--- config.mk ---
export PLATFORM = sky130hd
export DESIGN_NAME = safety_boot_seq
export DESIGN_NICKNAME = d
export VERILOG_FILES = /design/src/rtl/safety_boot_seq.sv
export SDC_FILE = /design/constraint.sdc
export NUM_CORES = 1
export LEC_CHECK = 0
export CAP_MARGIN = 20
export CELL_PAD_IN_SITES_DETAIL_PLACEMENT = 0
export CELL_PAD_IN_SITES_GLOBAL_PLACEMENT = 2
export CORE_UTILIZATION = 31
export DETAILED_ROUTE_END_ITERATION = 12
export HOLD_SLACK_MARGIN = 0.1
export PLACE_DENSITY = 0.87
export SETUP_SLACK_MARGIN = 0.4
export SLEW_MARGIN = 10
export SYNTH_ARGS = -nofsm -noshare
export SYNTH_HDL_FRONTEND = slang
export SYNTH_SLANG_ARGS = --single-unit
export TNS_END_PERCENT = 5
--- constraint.sdc ---
create_clock -name clk_i -period 8.2 [get_ports clk_i]
set_clock_uncertainty 0.05 [all_clocks]
set_input_delay 2.46 -clock clk_i [delete_from_list [all_inputs] [get_ports clk_i]]
set_output_delay 2.46 -clock clk_i [all_outputs]
set_load 0.01 [all_outputs]
--- src/rtl/safety_boot_seq.sv ---
// -----------------------------------------------------------------------------
// safety_boot_seq
//
// Autonomous boot sequencer for the safety island. On a start pulse it writes
// the boot address and the fetch-enable register of the SoC control block over
// the peripheral register bus. It then polls the core-status register every
// PollCycles idle cycles until the end-of-computation bit (bit 31) is set, and
// reports the exit code held in bits [30:0].
//
// Ports
//   clk_i, rst_i         clock, asynchronous active-high reset
//   start_i              start pulse (accepted only when idle or done)
//   boot_addr_i          boot address to write, sampled at start
//   max_polls_i          status poll budget, 0 = unlimited, sampled at start
//   req_o/addr_o/we_o/wdata_o/be_o   bus request channel (master side)
//   gnt_i                grant; a transfer is taken when req_o && gnt_i
//   rvalid_i/rdata_i/err_i           bus response channel
//   busy_o               sequence in progress
//   done_o               sequence finished, held until the next start
//   exit_code_o          core-status bits [30:0] at completion
//   success_o            finished cleanly with exit code 0
//   timeout_o            poll budget exhausted
//   bus_err_o            a bus response reported an error
// All outputs are registered.
// -----------------------------------------------------------------------------
module safety_boot_seq #(
   parameter int unsigned              AddrWidth        = 32,
   parameter logic [AddrWidth-1:0]     SocCtrlBase      = 32'h0020_0000,
   parameter logic [AddrWidth-1:0]     BootAddrOffset   = 32'h0,
   parameter logic [AddrWidth-1:0]     FetchEnOffset    = 32'h4,
   parameter logic [AddrWidth-1:0]     CoreStatusOffset = 32'h8,
   parameter int unsigned              PollCycles       = 1024
) (
   input  logic                 clk_i,
   input  logic                 rst_i,
   input  logic                 start_i,
   input  logic [31:0]          boot_addr_i,
   input  logic [15:0]          max_polls_i,
   output logic                 req_o,
   output logic [AddrWidth-1:0] addr_o,
   output logic                 we_o,
   output logic [31:0]          wdata_o,
   output logic [3:0]           be_o,
   input  logic                 gnt_i,
   input  logic                 rvalid_i,
   input  logic [31:0]          rdata_i,
   input  logic                 err_i,
   output logic                 busy_o,
   output logic                 done_o,
   output logic [30:0]          exit_code_o,
   output logic                 success_o,
   output logic                 timeout_o,
   output logic                 bus_err_o
);

   localparam logic [3:0] S_IDLE         = 4'd0;
   localparam logic [3:0] S_WR_BOOT      = 4'd1;
   localparam logic [3:0] S_WR_BOOT_RSP  = 4'd2;
   localparam logic [3:0] S_WR_FETCH     = 4'd3;
   localparam logic [3:0] S_WR_FETCH_RSP = 4'd4;
   localparam logic [3:0] S_WAIT         = 4'd5;
   localparam logic [3:0] S_RD_STAT      = 4'd6;
   localparam logic [3:0] S_RD_STAT_RSP  = 4'd7;
   localparam logic [3:0] S_DONE         = 4'd8;

   localparam logic [AddrWidth-1:0] BootAddr   = SocCtrlBase + BootAddrOffset;
   localparam logic [AddrWidth-1:0] FetchAddr  = SocCtrlBase + FetchEnOffset;
   localparam logic [AddrWidth-1:0] StatusAddr = SocCtrlBase + CoreStatusOffset;
   localparam logic [31:0]          WaitLoad   = 32'(PollCycles - 1);

   logic [3:0]           state_q, state_d;
   logic [31:0]          boot_addr_q, boot_addr_d;
   logic [15:0]          max_polls_q, max_polls_d;
   logic [15:0]          poll_cnt_q, poll_cnt_d;
   logic [15:0]          poll_nxt;
   logic [31:0]          wait_cnt_q, wait_cnt_d;
   logic                 req_q, req_d;
   logic [AddrWidth-1:0] addr_q, addr_d;
   logic                 we_q, we_d;
   logic [31:0]          wdata_q, wdata_d;
   logic [3:0]           be_q, be_d;
   logic                 busy_q, busy_d;
   logic                 done_q, done_d;
   logic [30:0]          exit_code_q, exit_code_d;
   logic                 success_q, success_d;
   logic                 timeout_q, timeout_d;
   logic                 bus_err_q, bus_err_d;

   always_comb begin
      state_d     = state_q;
      boot_addr_d = boot_addr_q;
      max_polls_d = max_polls_q;
      poll_cnt_d  = poll_cnt_q;
      wait_cnt_d  = wait_cnt_q;
      exit_code_d = exit_code_q;
      success_d   = success_q;
      timeout_d   = timeout_q;
      bus_err_d   = bus_err_q;
      // Saturating increment: an unlimited run can never wrap into a
      // count that matches a budget.
      poll_nxt    = (poll_cnt_q == 16'hFFFF) ? poll_cnt_q : poll_cnt_q + 16'd1;

      case (state_q)
         S_IDLE, S_DONE: begin
            if (start_i) begin
               boot_addr_d = boot_addr_i;
               max_polls_d = max_polls_i;
               poll_cnt_d  = 16'd0;
               exit_code_d = 31'd0;
               success_d   = 1'b0;
               timeout_d   = 1'b0;
               bus_err_d   = 1'b0;
               state_d     = S_WR_BOOT;
            end
         end
         S_WR_BOOT: begin
            if (gnt_i) state_d = S_WR_BOOT_RSP;
         end
         S_WR_BOOT_RSP: begin
            if (rvalid_i) begin
               if (err_i) begin
                  bus_err_d = 1'b1;
                  state_d   = S_DONE;
               end else begin
                  state_d   = S_WR_FETCH;
               end
            end
         end
         S_WR_FETCH: begin
            if (gnt_i) state_d = S_WR_FETCH_RSP;
         end
         S_WR_FETCH_RSP: begin
            if (rvalid_i) begin
               if (err_i) begin
                  bus_err_d  = 1'b1;
                  state_d    = S_DONE;
               end else begin
                  wait_cnt_d = WaitLoad;
                  state_d    = S_WAIT;
               end
            end
         end
         S_WAIT: begin
            if (wait_cnt_q == 32'd0) state_d = S_RD_STAT;
            else                     wait_cnt_d = wait_cnt_q - 32'd1;
         end
         S_RD_STAT: begin
            if (gnt_i) state_d = S_RD_STAT_RSP;
         end
         S_RD_STAT_RSP: begin
            if (rvalid_i) begin
               if (err_i) begin
                  bus_err_d   = 1'b1;
                  state_d     = S_DONE;
               end else if (rdata_i[31]) begin
                  exit_code_d = rdata_i[30:0];
                  success_d   = (rdata_i[30:0] == 31'd0);
                  state_d     = S_DONE;
               end else begin
                  poll_cnt_d  = poll_nxt;
                  if ((max_polls_q != 16'd0) && (poll_nxt == max_polls_q)) begin
                     timeout_d = 1'b1;
                     state_d   = S_DONE;
                  end else begin
                     wait_cnt_d = WaitLoad;
                     state_d    = S_WAIT;
                  end
               end
            end
         end
         default: state_d = S_IDLE;
      endcase

      // Bus request fields are decoded from the next state so they are
      // registered together and remain stable for as long as a request
      // state is held waiting for grant.
      req_d   = 1'b0;
      addr_d  = '0;
      we_d    = 1'b0;
      wdata_d = 32'd0;
      be_d    = 4'h0;
      case (state_d)
         S_WR_BOOT: begin
            req_d   = 1'b1;
            addr_d  = BootAddr;
            we_d    = 1'b1;
            wdata_d = boot_addr_d;
            be_d    = 4'hF;
         end
         S_WR_FETCH: begin
            req_d   = 1'b1;
            addr_d  = FetchAddr;
            we_d    = 1'b1;
            wdata_d = 32'h1;
            be_d    = 4'hF;
         end
         S_RD_STAT: begin
            req_d   = 1'b1;
            addr_d  = StatusAddr;
            be_d    = 4'hF;
         end
         default: ;
      endcase

      busy_d = (state_d != S_IDLE) && (state_d != S_DONE);
      done_d = (state_d == S_DONE);
   end

   always_ff @(posedge clk_i or posedge rst_i) begin
      if (rst_i) begin
         state_q     <= S_IDLE;
         boot_addr_q <= 32'd0;
         max_polls_q <= 16'd0;
         poll_cnt_q  <= 16'd0;
         wait_cnt_q  <= 32'd0;
         req_q       <= 1'b0;
         addr_q      <= '0;
         we_q        <= 1'b0;
         wdata_q     <= 32'd0;
         be_q        <= 4'h0;
         busy_q      <= 1'b0;
         done_q      <= 1'b0;
         exit_code_q <= 31'd0;
         success_q   <= 1'b0;
         timeout_q   <= 1'b0;
         bus_err_q   <= 1'b0;
      end else begin
         state_q     <= state_d;
         boot_addr_q <= boot_addr_d;
         max_polls_q <= max_polls_d;
         poll_cnt_q  <= poll_cnt_d;
         wait_cnt_q  <= wait_cnt_d;
         req_q       <= req_d;
         addr_q      <= addr_d;
         we_q        <= we_d;
         wdata_q     <= wdata_d;
         be_q        <= be_d;
         busy_q      <= busy_d;
         done_q      <= done_d;
         exit_code_q <= exit_code_d;
         success_q   <= success_d;
         timeout_q   <= timeout_d;
         bus_err_q   <= bus_err_d;
      end
   end

   assign req_o       = req_q;
   assign addr_o      = addr_q;
   assign we_o        = we_q;
   assign wdata_o     = wdata_q;
   assign be_o        = be_q;
   assign busy_o      = busy_q;
   assign done_o      = done_q;
   assign exit_code_o = exit_code_q;
   assign success_o   = success_q;
   assign timeout_o   = timeout_q;
   assign bus_err_o   = bus_err_q;

endmodule

==> summary.txt <==
Status: finished clean
IO Count: 192
First-pass GRT wire length: 38.4 mm
CP max-delay cell: nand3_1
Register share of total power: 39.6%
Ratio of cells with drive above 1 in the final layout: 6.67%
Core area: 27900 um2
Clock Pin Slew Worst Setup and Hold Paths: 70 ps
Final hold viol count: 0
Syn Std Cell Area: 8800 um2
Ys async rst share: 100%
Largest stage delay, worst path: 750 ps
Post-synth top flop: dfrtp_1
Design area: 11100 um2
Via count: 7317
Register Area: 4300 um2
Sw Share: 37.4%
Final WS setup: 2940 ps
Arrival @ worst endpoint: 5570 ps
Die width: 170 um
Internal: 1.92 mW
Num Clock Sinks: 172
Total GRT Usage: 16.7%
Minimum clock period: 5260 ps
Setup WS pre-CTS: 2510 ps
H-tree depth: 4
RD Place Congestion: 0.817
Slew @ Worst Pin: 1070 ps
Synth top area share: 48.9%
Initial Util: 31.6%
Sequential share of the synthesized area: 48.9%
Drt drc: 0
Final setup fails: 0
Synthesized instance count: 965
Area grow syn2layout: 26.7%
Clock Path Buffers: 2
Setup Buffers After CTS: 0
Die height: 170 um
Power Dens Cells: 276 nW/um2
RSZ-0062 raised after global routing: no
Initial DRC count: 513
Die area: 29100 um2
Total wire length: 23.6 mm
Vias in the first global route: 6954
P_leak: 4.91 nW
FP Rows: 61
CTS Root Cell: clkbuf_16
Fillers: 2797
Port buffer count: 162
Synthesis-stage register bit count: 172
Fin. max-slew vios: 0
F_max: 0.190 GHz
DR WL/cell: 16.0 um
Delay-heaviest family, CP: simple AND/OR/NAND/NOR gates
CTS resizes: 0
Ys Warns: 0
Crit end category: flip-flop
CP Cell Sequence: clkdlybuf4s50_1 > nand2b_1 > nor3_1 > o21a_1 > nand3_1 > or3_1 > nor4_1 > a21oi_1 > nand2_1
EDFF count, synth: 0
Worst Setup Start Kind: primary input
Setup TNS: 0 ps
Drt first pass iters: 5
Largest net degree at the start of global routing: 115
Critical path class: in -> reg
Hold Buf Count CTS: 0
Clk Latency, worst-skew pair: 440 ps
Cell accounting for the most synthesized area: dfrtp_1
Switch Pwr: 1.15 mW
Hpwl dp: 15.7 mm
Peak VDD IR: 0.124 mV
Placed cell area: 10500 um2
Slew HR: 28.4%
Number of routed nets with antenna violations: 0
TritonCTS clock tree: done
GRT overflow: 0
Maximum fanout along the worst path: 24
Clock power share: 28.3%
Max-cap violations: 0
CP Data Required Time: 8510 ps
Synth cell types: 73
Worst path bufs/invs: 1
Fin nets: 1171
Worst min path class: reg -> reg
Ranking of synthesized cells by area: dfrtp_1 (49%), nand2_1 (11%), buf_4 (3.3%)
Fin crit share: 64.1%
DR vias/cell: 4.96
Initial antenna violation count: 1
Comb pwr share: 32.1%
Area occupied by multi-input gates: 3970 um2
Post-Syn Area per Cell: 9.12 um2
Number of CTS-inserted buffers: 17
## placed cells by master, fill, tap and decap left out, types with 11 or more instances in the layout
cell type	netlist	layout
nor4_1	34	34
o211ai_1	23	23
nor2_1	27	27
nor2b_1	33	33
dfrtp_1	172	172
nor3_1	26	26
o21ai_0	29	29
conb_1	1	29
nand2_1	256	255
a22oi_1	11	11
nand4_1	15	15
nand3_1	48	48
xnor2_1	18	18
clkdlybuf4s50_1	0	162
a21oi_1	26	25
or3_1	11	11
clkbuf_16	0	17
## per-stage QoR
stage | utilization, % | instances | power (mW) | hold slack, ps
after floorplan | - | 993 | 1.82 | 384
after global placement | 37.6 | 1440 | 2.22 | 396
after detailed placement | 37.6 | 1440 | 2.23 | 401
after CTS | 39.9 | 1472 | 3.10 | 421
after global routing | 40.0 | 1474 | 3.27 | 444
final | 40.0 | 1475 | 3.07 | 418
## per-layer routing
| layer | GRT usage (%) | up-vias | wire, um |
|---|---|---|---|
| met4 | 5.52 | 0 | 402 |
| met3 | 4.70 | 23 | 1510 |
| met2 | 24.9 | 206 | 10700 |
| met1 | 23.2 | 3531 | 11000 |
| met5 | 0 | - | 0 |
| li1 | - | 3557 | - |
## flip-flops by register name, summed over array words and instances (netlist names), 3 cells and up
name and flops:
wdata_o 32, state_q 4, wait_cnt_q 32, addr_o 3, exit_code_o 31, poll_cnt_q 16
max_polls_q 16, boot_addr_q 32
## worst reg2reg max path: stages, from the launching register on
cell	delay, ps
dfrtp_1	500
ha_1	410
nand4_4	260
nor4_4	750
mux2i_1	280
a221oi_2	250
nand4_2	220
nor4_4	240
buf_4	420
or3b_1	240
mux2_1	320
## power by group through the flow
stage               logic [mW]  clock network (mW)  registers [mW]
global route              1.10               0.923            1.25
global placement         0.991                   0            1.23
finish                   0.987               0.869            1.22
floorplan                0.606                   0            1.21
detailed placement       0.993                   0            1.23
CTS                      0.998               0.887            1.22
## kinds of logic after synthesis
family / count (synthesis) / share of synthesized area [%]
compound gates: 141 / 11.2
xor+xnor: 24 / 2.39
fa+ha+maj: 3 / 0.427
buf+inv: 109 / 7.18
flops: 172 / 48.9
mux: 6 / 0.711
other cells: 1 / 0.0426
simple gates: 509 / 29.2
## synth_stat cells, types with 4 or more instances
| master | count |
|---|---|
| and2_1 | 5 |
| buf_4 | 39 |
| a21oi_1 | 26 |
| dfrtp_1 | 172 |
| nand2_1 | 256 |
| nor3_1 | 26 |
| o21ai_0 | 29 |
| nand4_1 | 15 |
| o311ai_0 | 6 |
| buf_2 | 10 |
| buf_6 | 7 |
| nor2b_1 | 33 |
| or4_1 | 4 |
| o211ai_1 | 23 |
| buf_1 | 6 |
| nor4_1 | 34 |
| mux2i_1 | 4 |
| nand3_1 | 48 |
| inv_1 | 9 |
| xor2_1 | 6 |
| a31oi_1 | 6 |
| or3_1 | 11 |
| a22oi_1 | 11 |
| nor2_1 | 27 |
| clkbuf_1 | 37 |
| a211oi_1 | 4 |
| xnor2_1 | 18 |
| a21o_1 | 4 |
| and3_1 | 8 |
## worst paths after layout
kind | to | slack (ps) | cells past startpoint | startpoint
setup reg to reg | wait_cnt_q[1] | 4160 | 10 | poll_cnt_q[0]
setup / recovery | wait_cnt_q[19] | 2940 | 9 | rvalid_i
max in group asynchronous | wait_cnt_q[5] | 4680 | 3 | rst_i
hold reg to reg | boot_addr_q[30] | 420 | 2 | boot_addr_q[30]
min in group asynchronous | wdata_o[16] | 2320 | 2 | rst_i
hold / removal | boot_addr_q[30] | 420 | 2 | boot_addr_q[30]
## cell type report
| class | instances | area share (%) |
|---|---|---|
| flip-flops and latches | 172 | 38.6 |
| multi-input cells | 712 | 35.7 |
| repair buffers | 170 | 15.3 |
| well taps | 378 | 4.24 |
| clock buffers | 17 | 3.82 |
| clock inverters | 15 | 1.98 |
| inverters | 9 | 0.348 |
| diodes | 2 | 0.0449 |
Note: power is estimated with default switching activity, not from simulation.
